`src/rtl/fifo_bank_reader_pkg.sv`:
```
// Shared defaults for the FIFO-bank pop-side controller.
package fifo_bank_reader_pkg;
  localparam int DEF_NUM_FLOWS  = 16;
  localparam int DEF_DEPTH      = 10;
  localparam int DEF_DATA_WIDTH = 8;
endpackage

```
`src/rtl/fifo_bank_reader_rr_arbiter.sv`:
```
// Combinational round-robin arbiter: grants the first requester after ptr, wrapping.
module rr_arbiter
  import fifo_bank_reader_pkg::*;
#(
  parameter  int NUM_FLOWS = DEF_NUM_FLOWS,
  localparam int IDX_WIDTH = $clog2(NUM_FLOWS + 1),
  localparam int SEL_WIDTH = $clog2(NUM_FLOWS)
) (
  input  logic [NUM_FLOWS-1:0] req,
  input  logic [IDX_WIDTH-1:0] ptr,
  output logic [NUM_FLOWS-1:0] gnt,
  output logic [IDX_WIDTH-1:0] gnt_idx,
  output logic                 gnt_valid
);

  always_comb begin
    gnt       = '0;
    gnt_idx   = '0;
    gnt_valid = 1'b0;
    // k = NUM_FLOWS revisits ptr itself last, so a lone requester at ptr is still served
    for (int k = 1; k <= NUM_FLOWS; k++) begin
      logic [SEL_WIDTH-1:0] sel;
      sel = SEL_WIDTH'((int'(ptr) + k) % NUM_FLOWS);
      if (!gnt_valid && req[sel]) begin
        gnt_valid = 1'b1;
        gnt_idx   = IDX_WIDTH'(sel);
        gnt[sel]  = 1'b1;
      end
    end
  end

endmodule

```
`src/rtl/fifo_bank_reader.sv`:
```
// Pop-side controller for the per-flow FIFO bank: snooped occupancy, RR pop,
// registered dequeue port and consumer reinsert path sharing the pop flow-id bus.
module fifo_bank_reader
  import fifo_bank_reader_pkg::*;
#(
  parameter  int NUM_FLOWS  = DEF_NUM_FLOWS,
  parameter  int DEPTH      = DEF_DEPTH,
  parameter  int DATA_WIDTH = DEF_DATA_WIDTH,
  localparam int IDX_WIDTH  = $clog2(NUM_FLOWS + 1),
  localparam int CNT_WIDTH  = $clog2(DEPTH + 1)
) (
  input  logic                  clk,
  input  logic                  reset,
  input  logic                  i__push_valid,
  input  logic [IDX_WIDTH-1:0]  i__push_flow_id,
  input  logic                  i__push_flow_not_full,
  output logic                  o__pop,
  output logic [IDX_WIDTH-1:0]  o__pop_flow_id,
  input  logic [DATA_WIDTH-1:0] i__pop_data,
  input  logic                  i__pop_valid,
  output logic                  o__reinsert_valid,
  output logic [DATA_WIDTH-1:0] o__reinsert_data,
  output logic                  o__deq_valid,
  output logic [IDX_WIDTH-1:0]  o__deq_flow_id,
  output logic [DATA_WIDTH-1:0] o__deq_data,
  input  logic                  i__deq_ready,
  input  logic                  i__rein_valid,
  input  logic [IDX_WIDTH-1:0]  i__rein_flow_id,
  input  logic [DATA_WIDTH-1:0] i__rein_data,
  output logic                  o__rein_ready,
  output logic                  o__err
);

  logic [CNT_WIDTH-1:0] cnt [NUM_FLOWS];
  logic [NUM_FLOWS-1:0] nonempty, gnt;
  logic [IDX_WIDTH-1:0] ptr, gnt_idx;
  logic                 gnt_valid;
  logic                 push_acc, rein_in_range, rein_room, rein_fire, pop_fire;
  logic [CNT_WIDTH-1:0] rein_cnt;

  assign push_acc      = i__push_valid && i__push_flow_not_full;
  assign rein_in_range = i__rein_flow_id < IDX_WIDTH'(NUM_FLOWS);

  always_comb begin
    rein_cnt = '0;
    for (int f = 0; f < NUM_FLOWS; f++)
      if (i__rein_flow_id == IDX_WIDTH'(f)) rein_cnt = cnt[f];
  end

  assign rein_room = ({1'b0, rein_cnt}
                      + (CNT_WIDTH+1)'(push_acc && (i__push_flow_id == i__rein_flow_id)))
                     < (CNT_WIDTH+1)'(DEPTH);

  // Same-flow push and reinsert collide in the bank (push wins), so refuse the reinsert
  assign o__rein_ready = !reset && i__rein_valid && rein_in_range && rein_room
                         && !(i__push_valid && (i__push_flow_id == i__rein_flow_id));
  assign rein_fire     = o__rein_ready;
  assign pop_fire      = !reset && !rein_fire && (!o__deq_valid || i__deq_ready) && gnt_valid;

  assign o__pop            = pop_fire;
  assign o__reinsert_valid = rein_fire;
  assign o__reinsert_data  = rein_fire ? i__rein_data : '0;
  assign o__pop_flow_id    = rein_fire ? i__rein_flow_id : (pop_fire ? gnt_idx : '0);

  rr_arbiter #(.NUM_FLOWS(NUM_FLOWS)) u_arb (
    .req      (nonempty),
    .ptr      (ptr),
    .gnt      (gnt),
    .gnt_idx  (gnt_idx),
    .gnt_valid(gnt_valid)
  );

  for (genvar f = 0; f < NUM_FLOWS; f++) begin : g_cnt
    logic push_hit, rein_hit, pop_hit;
    logic [CNT_WIDTH-1:0] count;
    assign push_hit    = push_acc && (i__push_flow_id == IDX_WIDTH'(f));
    assign rein_hit    = rein_fire && (i__rein_flow_id == IDX_WIDTH'(f));
    assign pop_hit     = pop_fire && gnt[f];
    assign nonempty[f] = count != '0;
    assign cnt[f]      = count;
    always_ff @(posedge clk) begin
      if (reset) count <= '0;
      else       count <= count + CNT_WIDTH'(push_hit) + CNT_WIDTH'(rein_hit)
                                - CNT_WIDTH'(pop_hit);
    end
  end

  always_ff @(posedge clk) begin
    if (reset) begin
      o__deq_valid   <= 1'b0;
      o__deq_flow_id <= '0;
      o__deq_data    <= '0;
      o__err         <= 1'b0;
      ptr            <= IDX_WIDTH'(NUM_FLOWS - 1);
    end else begin
      if (pop_fire) begin
        o__deq_valid   <= 1'b1;
        o__deq_flow_id <= gnt_idx;
        o__deq_data    <= i__pop_data;
        ptr            <= gnt_idx;
      end else if (i__deq_ready) begin
        o__deq_valid   <= 1'b0;
        o__deq_flow_id <= '0;
        o__deq_data    <= '0;
      end
      if (pop_fire && !i__pop_valid) o__err <= 1'b1;
    end
  end

endmodule

```
`config.mk`:
```
export PLATFORM = sky130hd
export DESIGN_NAME = fifo_bank_reader
export DESIGN_NICKNAME = d
export VERILOG_FILES = /design/src/rtl/fifo_bank_reader_pkg.sv /design/src/rtl/fifo_bank_reader_rr_arbiter.sv /design/src/rtl/fifo_bank_reader.sv
export SDC_FILE = /design/constraint.sdc
export NUM_CORES = 1
export LEC_CHECK = 0
export ABC_CLOCK_PERIOD_IN_PS = 5620
export CAP_MARGIN = 20
export CORE_MARGIN = 5
export CORE_UTILIZATION = 45
export CTS_CLUSTER_DIAMETER = 200
export DETAILED_ROUTE_END_ITERATION = 10
export GPL_TIMING_DRIVEN = 1
export PLACE_DENSITY = 0.66
export SLEW_MARGIN = 30
export SYNTH_ARGS = -nofsm -noshare
export SYNTH_HDL_FRONTEND = slang
export SYNTH_HIERARCHICAL = 1
export SYNTH_SLANG_ARGS = --single-unit
```
`constraint.sdc`:
```
create_clock -name clk -period 5.62 [get_ports clk]
set_input_delay 0.562 -clock clk [delete_from_list [all_inputs] [get_ports clk]]
set_output_delay 0.562 -clock clk [all_outputs]
set_load 0.03 [all_outputs]
```
Word level (Yosys, flattened, before mapping)
Cells that the tools add are included.

word-level totals
  bits in registers = 83
  output and inout bits = 31
  logic and storage cells = 433

cells by class
  $add $sub $neg = 65
  order comparisons = 34
  equality and inequality tests = 31
  multiplexer cells = 137
  bitwise gates (word level) = 15
  reduce and logical (&&, ||, !) cells = 130

operators by type and width
  operator                                                                count
  16-bit 2-to-1 mux                                                       16
  16-bit bitwise OR                                                       15
  4-bit by 1-bit adder with 4-bit output                                  32
  5-bit 2-to-1 mux                                                        19
  1-bit logical AND                                                       90
  5-bit by 4-bit == test with 1-bit output (second input constant)        16
  4-bit by 5-bit < comparator with 1-bit output (second input constant)   16
  4-bit 2-to-1 mux                                                        17
  1-bit binary-select mux with 4-bit select                               16
  1-bit demux with 4-bit select                                           16
  4-bit by 1-bit >= comparator with 1-bit output (second input constant)  16
  4-bit nonzero test                                                      16
  4-bit by 1-bit subtractor with 4-bit output                             16
  1-bit 2-to-1 mux                                                        50
  5-bit by 3-bit == test with 1-bit output (second input constant)        8
  4-bit adder (second input constant)                                     8
  8-bit 2-to-1 mux                                                        3
  5-bit by 2-bit == test with 1-bit output (second input constant)        4
  1-bit zero test                                                         20
  4-bit by 3-bit adder with 4-bit output (second input constant)          4
  5-bit by 1-bit == test with 1-bit output (second input constant)        2
  5-bit zero test                                                         2
  4-bit by 1-bit adder with 4-bit output (second input constant)          2
  4-bit by 2-bit adder with 4-bit output (second input constant)          2
  6 further kinds                                                         6

Depth between registers and ports, before layout
Gate-level depths: netlist of the first run.

  depth in word-level cells = 52
  depth in mapped cells = 28
  gate-level depth less buffers = 22

Cells and area by module
Netlist of the first run, hierarchy kept.

by module, submodules not included
  module            instances  cells an instance  area each (um^2)  seq. area each (um^2)
  fifo_bank_reader  1          679                6,148.4           1,681.6
  rr_arbiter        1          596                4,361.7           0.0

Worst setup path before layout of the first run
Ideal clock, no wire load.

  path type = reg2reg
  start point = reg ptr[1]
  end point = reg g_cnt[1].count[2]
  setup time = 0.128 ns
  arrival time = 6.069 ns
  data required time = 5.492 ns
  path slack = -0.576 ns
  cell stages (with the launch flop) = 27
  period minus slack after synthesis = 6.196 ns
  cells stage by stage = dfxtp_1 buf_2 clkbuf_1 inv_1 ha_1 buf_2 buf_2 mux4_2 mux2i_2 mux2i_4 or4_4 buf_6 nor4_4 nand3_1 nor2_1 nand2_1 and3b_1 o221ai_4 inv_4 buf_2 and2_1 ha_1 inv_1 fa_1 fa_1 xnor2_1 nor2_1

between the ends
  cells in the longest elaborated chain, start to end = 52
  elaborated cells between the ends (all ways) = 208

ends and longest elaborated chain
  element                                          line                               source
  start: declaration                               fifo_bank_reader.sv:36             logic [IDX_WIDTH-1:0] ptr, gnt_idx;
  start signal: assignment                         fifo_bank_reader.sv:94             ptr <= IDX_WIDTH'(NUM_FLOWS - 1);
  start signal: assignment                         fifo_bank_reader.sv:100            ptr <= gnt_idx;
  4-bit by 1-bit adder with 4-bit output           fifo_bank_reader_rr_arbiter.sv:23  sel = SEL_WIDTH'((int'(ptr) + k) % NUM_FLOWS);
  1-bit binary-select mux with 4-bit select        fifo_bank_reader_rr_arbiter.sv:24  if (!gnt_valid && req[sel]) begin
  1-bit 2-to-1 mux (implied by the code)           fifo_bank_reader_rr_arbiter.sv:24
  1-bit 2-to-1 mux                                 fifo_bank_reader_rr_arbiter.sv:24
  1-bit zero test                                  fifo_bank_reader_rr_arbiter.sv:24
  1-bit logical AND                                fifo_bank_reader_rr_arbiter.sv:24
  1-bit 2-to-1 mux                                 fifo_bank_reader_rr_arbiter.sv:24
  1-bit zero test                                  fifo_bank_reader_rr_arbiter.sv:24
  [... 38 more ...]                                --
  1-bit zero test                                  fifo_bank_reader_rr_arbiter.sv:24
  1-bit logical AND                                fifo_bank_reader_rr_arbiter.sv:24
  1-bit 2-to-1 mux (*)                             fifo_bank_reader_rr_arbiter.sv:24
  via gnt_valid                                    fifo_bank_reader.sv:37             logic gnt_valid;
  1-bit logical AND (*)                            fifo_bank_reader.sv:58             assign pop_fire = !reset && !rein_fire && (!o__deq_valid || i__deq_ready) && gnt_valid;
  via o__pop                                       fifo_bank_reader.sv:17             output logic o__pop,
  1-bit logical AND (*)                            fifo_bank_reader.sv:78             assign pop_hit = pop_fire && gnt[f];
  4-bit by 1-bit subtractor with 4-bit output (*)  fifo_bank_reader.sv:84             - CNT_WIDTH'(pop_hit);
  end signal: assignment                           fifo_bank_reader.sv:83             else count <= count + CNT_WIDTH'(push_hit) + CNT_WIDTH'(rein_hit)
  end: declaration                                 fifo_bank_reader.sv:75             logic [CNT_WIDTH-1:0] count;

The timed path passes the listed nets; every way through them passes the cells marked *. The select of a mux whose other input is x is not followed.
A chain may end at the register's enable or synchronous reset.

Final worst setup path of the first run
  start point = reg g_cnt[4].count[2]
  end point = out o__pop_flow_id[1]

between the ends
  elaborated cells between the ends (all ways) = 117

RTL lines
  element                                    line                               source
  start: declaration                         fifo_bank_reader.sv:75
  start signal: assignment                   fifo_bank_reader.sv:83
  4-bit nonzero test (*)                     fifo_bank_reader.sv:79             assign nonempty[f] = count != '0;
  via nonempty[4]                            fifo_bank_reader.sv:35             logic [NUM_FLOWS-1:0] nonempty, gnt;
  1-bit binary-select mux with 4-bit select  fifo_bank_reader_rr_arbiter.sv:24
  1-bit 2-to-1 mux (implied by the code)     fifo_bank_reader_rr_arbiter.sv:24
  1-bit 2-to-1 mux                           fifo_bank_reader_rr_arbiter.sv:24
  1-bit zero test                            fifo_bank_reader_rr_arbiter.sv:24
  1-bit logical AND                          fifo_bank_reader_rr_arbiter.sv:24
  1-bit 2-to-1 mux                           fifo_bank_reader_rr_arbiter.sv:24
  [... 36 more ...]                          --
  1-bit zero test                            fifo_bank_reader_rr_arbiter.sv:24
  1-bit logical AND                          fifo_bank_reader_rr_arbiter.sv:24
  1-bit 2-to-1 mux                           fifo_bank_reader_rr_arbiter.sv:24
  1-bit zero test                            fifo_bank_reader_rr_arbiter.sv:24
  1-bit logical AND                          fifo_bank_reader_rr_arbiter.sv:24
  5-bit 2-to-1 mux (*)                       fifo_bank_reader_rr_arbiter.sv:24
  via gnt_idx[1]                             fifo_bank_reader.sv:36
  5-bit 2-to-1 mux (*) (2 in a row)          fifo_bank_reader.sv:63             assign o__pop_flow_id = rein_fire ? i__rein_flow_id : (pop_fire ? gnt_idx : '0);
  end: declaration                           fifo_bank_reader.sv:18             output logic [IDX_WIDTH-1:0] o__pop_flow_id,

Marked as above.

==> results.sh, run 1 <==
export IMPL_io_pins=64
export IMPL_syn_cell_area_sq_um=10470
export IMPL_crit_path_end_kind="primary output"
export IMPL_drtIter0Drc=1218
export IMPL_setup_viol=0
export IMPL_clock_sinks=83
export IMPL_min_period_ns=5.518
export IMPL_nFillCells=2142
export IMPL_row_count=55
export IMPL_outcome="finished clean"
export IMPL_via_count=10761
export IMPL_fin_cells=1703
export IMPL_start_util_pct=45.98
export IMPL_regArea_sq_um=1668
export IMPL_avgSynthCellArea_sq_um=8.233
export IMPL_fin_nets=1531
export IMPL_fin_util_pct=55.20
export IMPL_first_pass_iters=8
export IMPL_htree_levels=3
export IMPL_finClkSkew_ns=0.006761
export IMPL_portBuffers=62
export IMPL_antenna_cells=0
export IMPL_fp_dieW_um=162.6
export IMPL_hpwl_um=30220
export IMPL_grt_pass1_vias=10515
export IMPL_drcViolationCount=0
export IMPL_die_area_sq_um=26420
export IMPL_cap_viol_max_count=0
export IMPL_placed_cell_area_sq_um=12050
export IMPL_worstPathArrival_ns=4.96
export IMPL_finalMaxSlewViolations=0
export IMPL_slowest_stage="or4b_1"
export IMPL_yosys_warnings=6
export IMPL_grt_pass1_wl_um=60690
export IMPL_antenna_found_initial=1
export IMPL_tightest_slew_ns=0.9444
export IMPL_gr_total_overflow=0
export IMPL_multiInputGateArea_sq_um=8112
export IMPL_hp_class="reg -> reg"
export IMPL_crit_chain="inv_1 > ha_1 > nand3_1 > mux4_2 > mux2i_2 > mux2i_1 > or4b_1 > nor4_4 > buf_4 > a32oi_1 > a211oi_1 > a2111oi_0 > a211oi_2 > a22o_1 > buf_12"
export IMPL_finalCritPeriodShare_pct=98.19
export IMPL_cts_root_buf="clkbuf_16"
export IMPL_relSlewSlack_pct=37.04
export IMPL_dp_cells=1680
export IMPL_start_kind="flip-flop"
export IMPL_cts_buffer_depth=2
export IMPL_timing_worst_setup_path_type="reg -> out"
export IMPL_die_h_um=162.6
export IMPL_ff2ff_setup_slack_ns=0.14
export IMPL_coreArea_sq_um=22780
export IMPL_vias_per_cell=6.319
export IMPL_grt_max_degree=88
export IMPL_track_usage_pct=29.03
export IMPL_drt_wl_total_um=39300
export IMPL_clk_latency_ns=0.35
export IMPL_fmax_ghz=0.1812
export IMPL_place_congestion=1.099
export IMPL_cts_tree="built"
export IMPL_cts_buffers=9
export IMPL_final_hold_violation_count=0
export IMPL_postSynthCellCount=1272
export IMPL_required_ns=5.06
export IMPL_antenna_left=0
export IMPL_syn_to_final_growth_pct=20.07
export IMPL_critPathMaxStageDelay_ns=0.61
export IMPL_syn_nets=1418
export IMPL_layout_drive_gt1_share_pct=18.42
export IMPL_avgRoutedWirePerCell_um=23.08
export IMPL_clkTransAtPathRegs_ns=0.07
export IMPL_stdcell_area_sq_um=12570
export IMPL_path_max_fanout=8
-- metrics by stage --
stage,setup slack (ns),hold WS [ns],TNS [ns]
4_1_cts,0.04230,0.4755,0
5_1_grt,-0.07307,0.4973,-0.07307
6_report,0.1019,0.4721,0
3_5_place_dp,-0.09352,0.4646,-0.7717
2_1_floorplan,0.02923,0.5290,0
3_3_place_gp,0.02228,0.4588,0
-- worst max-delay path: cells and delay by family (launching register included) --
kind            cells  cell delay (ns)
compound gates      5             1.45
flops               1             0.31
simple gates        3             1.16
mux                 3             1.07
buf+inv             3             0.46
fa+ha+maj           1             0.15
-- per-layer routing --
metal / GRT usage [%] / routed length [um] / up-vias
met5: 0 / 13 / -
met4: 12.66 / 2176 / 2
met3: 4.860 / 3419 / 162
met2: 46.97 / 17670 / 583
met1: 38.32 / 16020 / 5152
li1: - / - / 4862
-- final cells by class --
class	instances	share of cell area, %
multi-input combinational	997	64.51
timing repair buffer	186	13.27
sequential	83	13.26
inverter	107	3.294
tap	313	3.114
clock buffer	10	1.900
clock inverter	6	0.5771
timing repair inverter	1	0.06965
-- sequential cells by signal (all words and copies together) (netlist names) --
name            count
o__deq_data         8
o__err              1
o__deq_flow_id      5
o__deq_valid        1
g_cnt.count        64
ptr                 4
-- what timing repair did --
| item | 4_1_cts | 5_1_grt |
|---|---|---|
| setup buffers | 0 | 5 |
| hold buffers | 0 | 0 |
| gates cloned | 0 | 2 |
| setup endpoints to repair | 38 | 47 |
| gates resized for setup | 6 | 29 |
| pin swaps | 1 | 8 |
-- cell usage in the layout (no fill, tap or decap), types with 8 or more instances in the layout --
| cell | instances |
|---|---|
| a211oi_1 | 14 |
| a21o_1 | 17 |
| a21oi_1 | 37 |
| a22o_1 | 9 |
| a22oi_1 | 16 |
| a31oi_1 | 14 |
| a32o_1 | 9 |
| a32oi_1 | 20 |
| and2_1 | 35 |
| and3_1 | 12 |
| buf_12 | 12 |
| buf_4 | 124 |
| clkbuf_16 | 9 |
| clkdlybuf4s50_1 | 47 |
| dfxtp_1 | 80 |
| fa_1 | 32 |
| ha_1 | 80 |
| inv_1 | 102 |
| mux2_2 | 14 |
| mux2_4 | 8 |
| mux2i_1 | 29 |
| mux4_2 | 23 |
| nand2_1 | 78 |
| nand2b_1 | 11 |
| nand3_1 | 86 |
| nand3b_1 | 9 |
| nand4_1 | 22 |
| nor2_1 | 122 |
| nor2b_1 | 28 |
| nor3_1 | 19 |
| nor3b_1 | 13 |
| o211ai_1 | 18 |
| o21ai_0 | 18 |
| o22ai_1 | 9 |
| xnor2_1 | 34 |
| xor2_1 | 12 |
-- path summary, 6_finish.rpt --
kind / from / to / cells after the start
worst max register to register: g_cnt[15].count[2] / g_cnt[10].count[2] / 20
worst min-delay path: o__err / o__err / 2
worst min register to register: o__err / o__err / 2
worst max-delay path: g_cnt[4].count[2] / o__pop_flow_id[1] / 15
Power of run 1 is left out: the tool's default activity adds up to more than one toggle a clock period on the data nets, which glitch-free logic cannot reach.
==> run 2, diff against run 1 <==
- SKIP_LAST_GASP: default -> 1
==> results.sh, run 2 (synthesized netlist as in run 1, its figures left out) <==
export IMPL_cts_tree="built"
export IMPL_cts_hold_buf=0
export IMPL_crit_chain="inv_1 > ha_1 > nand3_1 > mux4_2 > mux2i_2 > mux2i_1 > or4b_1 > nor4_4 > buf_4 > a32oi_1 > a211oi_1 > a2111oi_0 > a211oi_2 > a22o_1 > buf_12"
export IMPL_path_max_fanout=8
export IMPL_coreArea_sq_um=22780
export IMPL_required_ns=5.06
export IMPL_worstPathArrival_ns=4.93
export IMPL_tightest_slew_ns=0.9671
export IMPL_cap_viol_max_count=0
export IMPL_top_register="g_cnt.count"
export IMPL_setup_viol=0
export IMPL_fmax_ghz=0.1820
export IMPL_nFillCells=2146
export IMPL_fin_cells=1701
export IMPL_min_path_cells=2
export IMPL_critPathMaxStageDelay_ns=0.61
export IMPL_grt_max_degree=88
export IMPL_antenna_found_initial=1
export IMPL_fin_util_pct=55.09
export IMPL_fin_nets=1529
export IMPL_first_pass_iters=6
export IMPL_crit_path_end_kind="primary output"
export IMPL_clkTransAtPathRegs_ns=0.07
export IMPL_regArea_sq_um=1668
export IMPL_hp_class="reg -> reg"
export IMPL_portBuffers=62
export IMPL_finalMaxSlewViolations=0
export IMPL_mostFrequentLayoutCell="buf_4"
export IMPL_htree_levels=3
export IMPL_final_hold_violation_count=0
export IMPL_cts_buffer_depth=2
export IMPL_finClkSkew_ns=0.004425
export IMPL_die_area_sq_um=26420
export IMPL_grt_pass1_vias=10515
export IMPL_syn_to_final_growth_pct=19.82
export IMPL_r2r_cells=20
export IMPL_layout_common_cells="123 x buf_4, 122 x nor2_1, 102 x inv_1, 86 x nand3_1"
export IMPL_dp_cells=1680
export IMPL_cts_root_buf="clkbuf_16"
export IMPL_start_util_pct=45.98
export IMPL_slowest_stage="or4b_1"
export IMPL_timing_worst_setup_path_type="reg -> out"
export IMPL_avgRoutedWirePerCell_um=23.17
export IMPL_reg_top3="g_cnt.count: 64 flops, o__deq_data: 8 flops, o__deq_flow_id: 5 flops"
export IMPL_cts_buffers=9
export IMPL_antenna_left=0
export IMPL_placed_cell_area_sq_um=12050
export IMPL_io_pins=64
export IMPL_clk_latency_ns=0.34
export IMPL_drt_wl_total_um=39410
export IMPL_gr_total_overflow=0
export IMPL_place_congestion=1.099
export IMPL_clock_sinks=83
export IMPL_antenna_cells=0
export IMPL_track_usage_pct=29.04
export IMPL_layout_drive_gt1_share_pct=18.66
export IMPL_drtIter0Drc=1108
export IMPL_ff2ff_setup_slack_ns=0.15
export IMPL_drcViolationCount=0
export IMPL_vias_per_cell=6.307
export IMPL_stdcell_area_sq_um=12550
export IMPL_fp_dieW_um=162.6
export IMPL_hpwl_um=30220
export IMPL_multiInputGateArea_sq_um=8113
export IMPL_row_count=55
export IMPL_die_h_um=162.6
export IMPL_via_count=10729
export IMPL_relSlewSlack_pct=35.53
export IMPL_start_kind="flip-flop"
export IMPL_min_period_ns=5.493
export IMPL_grt_pass1_wl_um=60700
export IMPL_finalCritPeriodShare_pct=97.74
export IMPL_largest_reg_flops=64
export IMPL_outcome="finished clean"
[run 2: changes by cell type in the layout (fill, tap and decap cells not counted), sizes merged]
cell,previous run,this run
buf,139,137
[run 2: worst max-delay path: cells and delay by family (launching register included)]
kind | cells | cell delay (ns)
AO/OA/AOI/OAI | 5 | 1.40
adder cells (fa/ha/maj) | 1 | 0.15
buffers and inverters | 3 | 0.47
flip-flops | 1 | 0.31
multiplexers | 3 | 1.06
AND/OR/NAND/NOR | 3 | 1.17
[run 2: final timing paths]
check / endpoint / start
worst max-delay path: o__pop_flow_id[1] / g_cnt[4].count[2]
worst max register to register: g_cnt[10].count[2] / g_cnt[4].count[2]
worst min-delay path: o__err / o__err
worst min register to register: o__err / o__err
[run 2: stage by stage]
step	hold slack (ns)	setup TNS, ns	setup WS, ns
after floorplan	0.5290	0	0.02923
after global placement	0.4588	0	0.02228
after detailed placement	0.4646	-0.7717	-0.09352
after CTS	0.4755	-0.003058	-0.003058
after global routing	0.4973	-0.07186	-0.07186
final	0.4724	0	0.1269
[run 2: layer usage]
layer  part of all wire [%]  vias to the layer above  GRT usage (%)  wire, um
met5                  0.033                        -              0        13
met4                    5.1                        2          12.66      2011
met3                    9.4                      152          4.860      3714
met2                     45                      610          46.97     17760
met1                     40                     5104          38.33     15910
li1                       -                     4861              -         -
[run 2: area by class of cell]
type / count / share of cell area [%]
clock buffer: 10 / 1.904
timing repair buffer: 184 / 13.08
inverter: 107 / 3.300
clock inverter: 6 / 0.5783
multi-input combinational: 997 / 64.65
sequential: 83 / 13.29
tap: 313 / 3.121
timing repair inverter: 1 / 0.06980
[run 2: timing repair]
action,CTS,global route
endpoints found under the setup margin,38,50
resized for setup,5,35
buffers inserted,0,3
pin swaps,0,6
cloned,0,2
Power of run 2 is left out for the same reason.
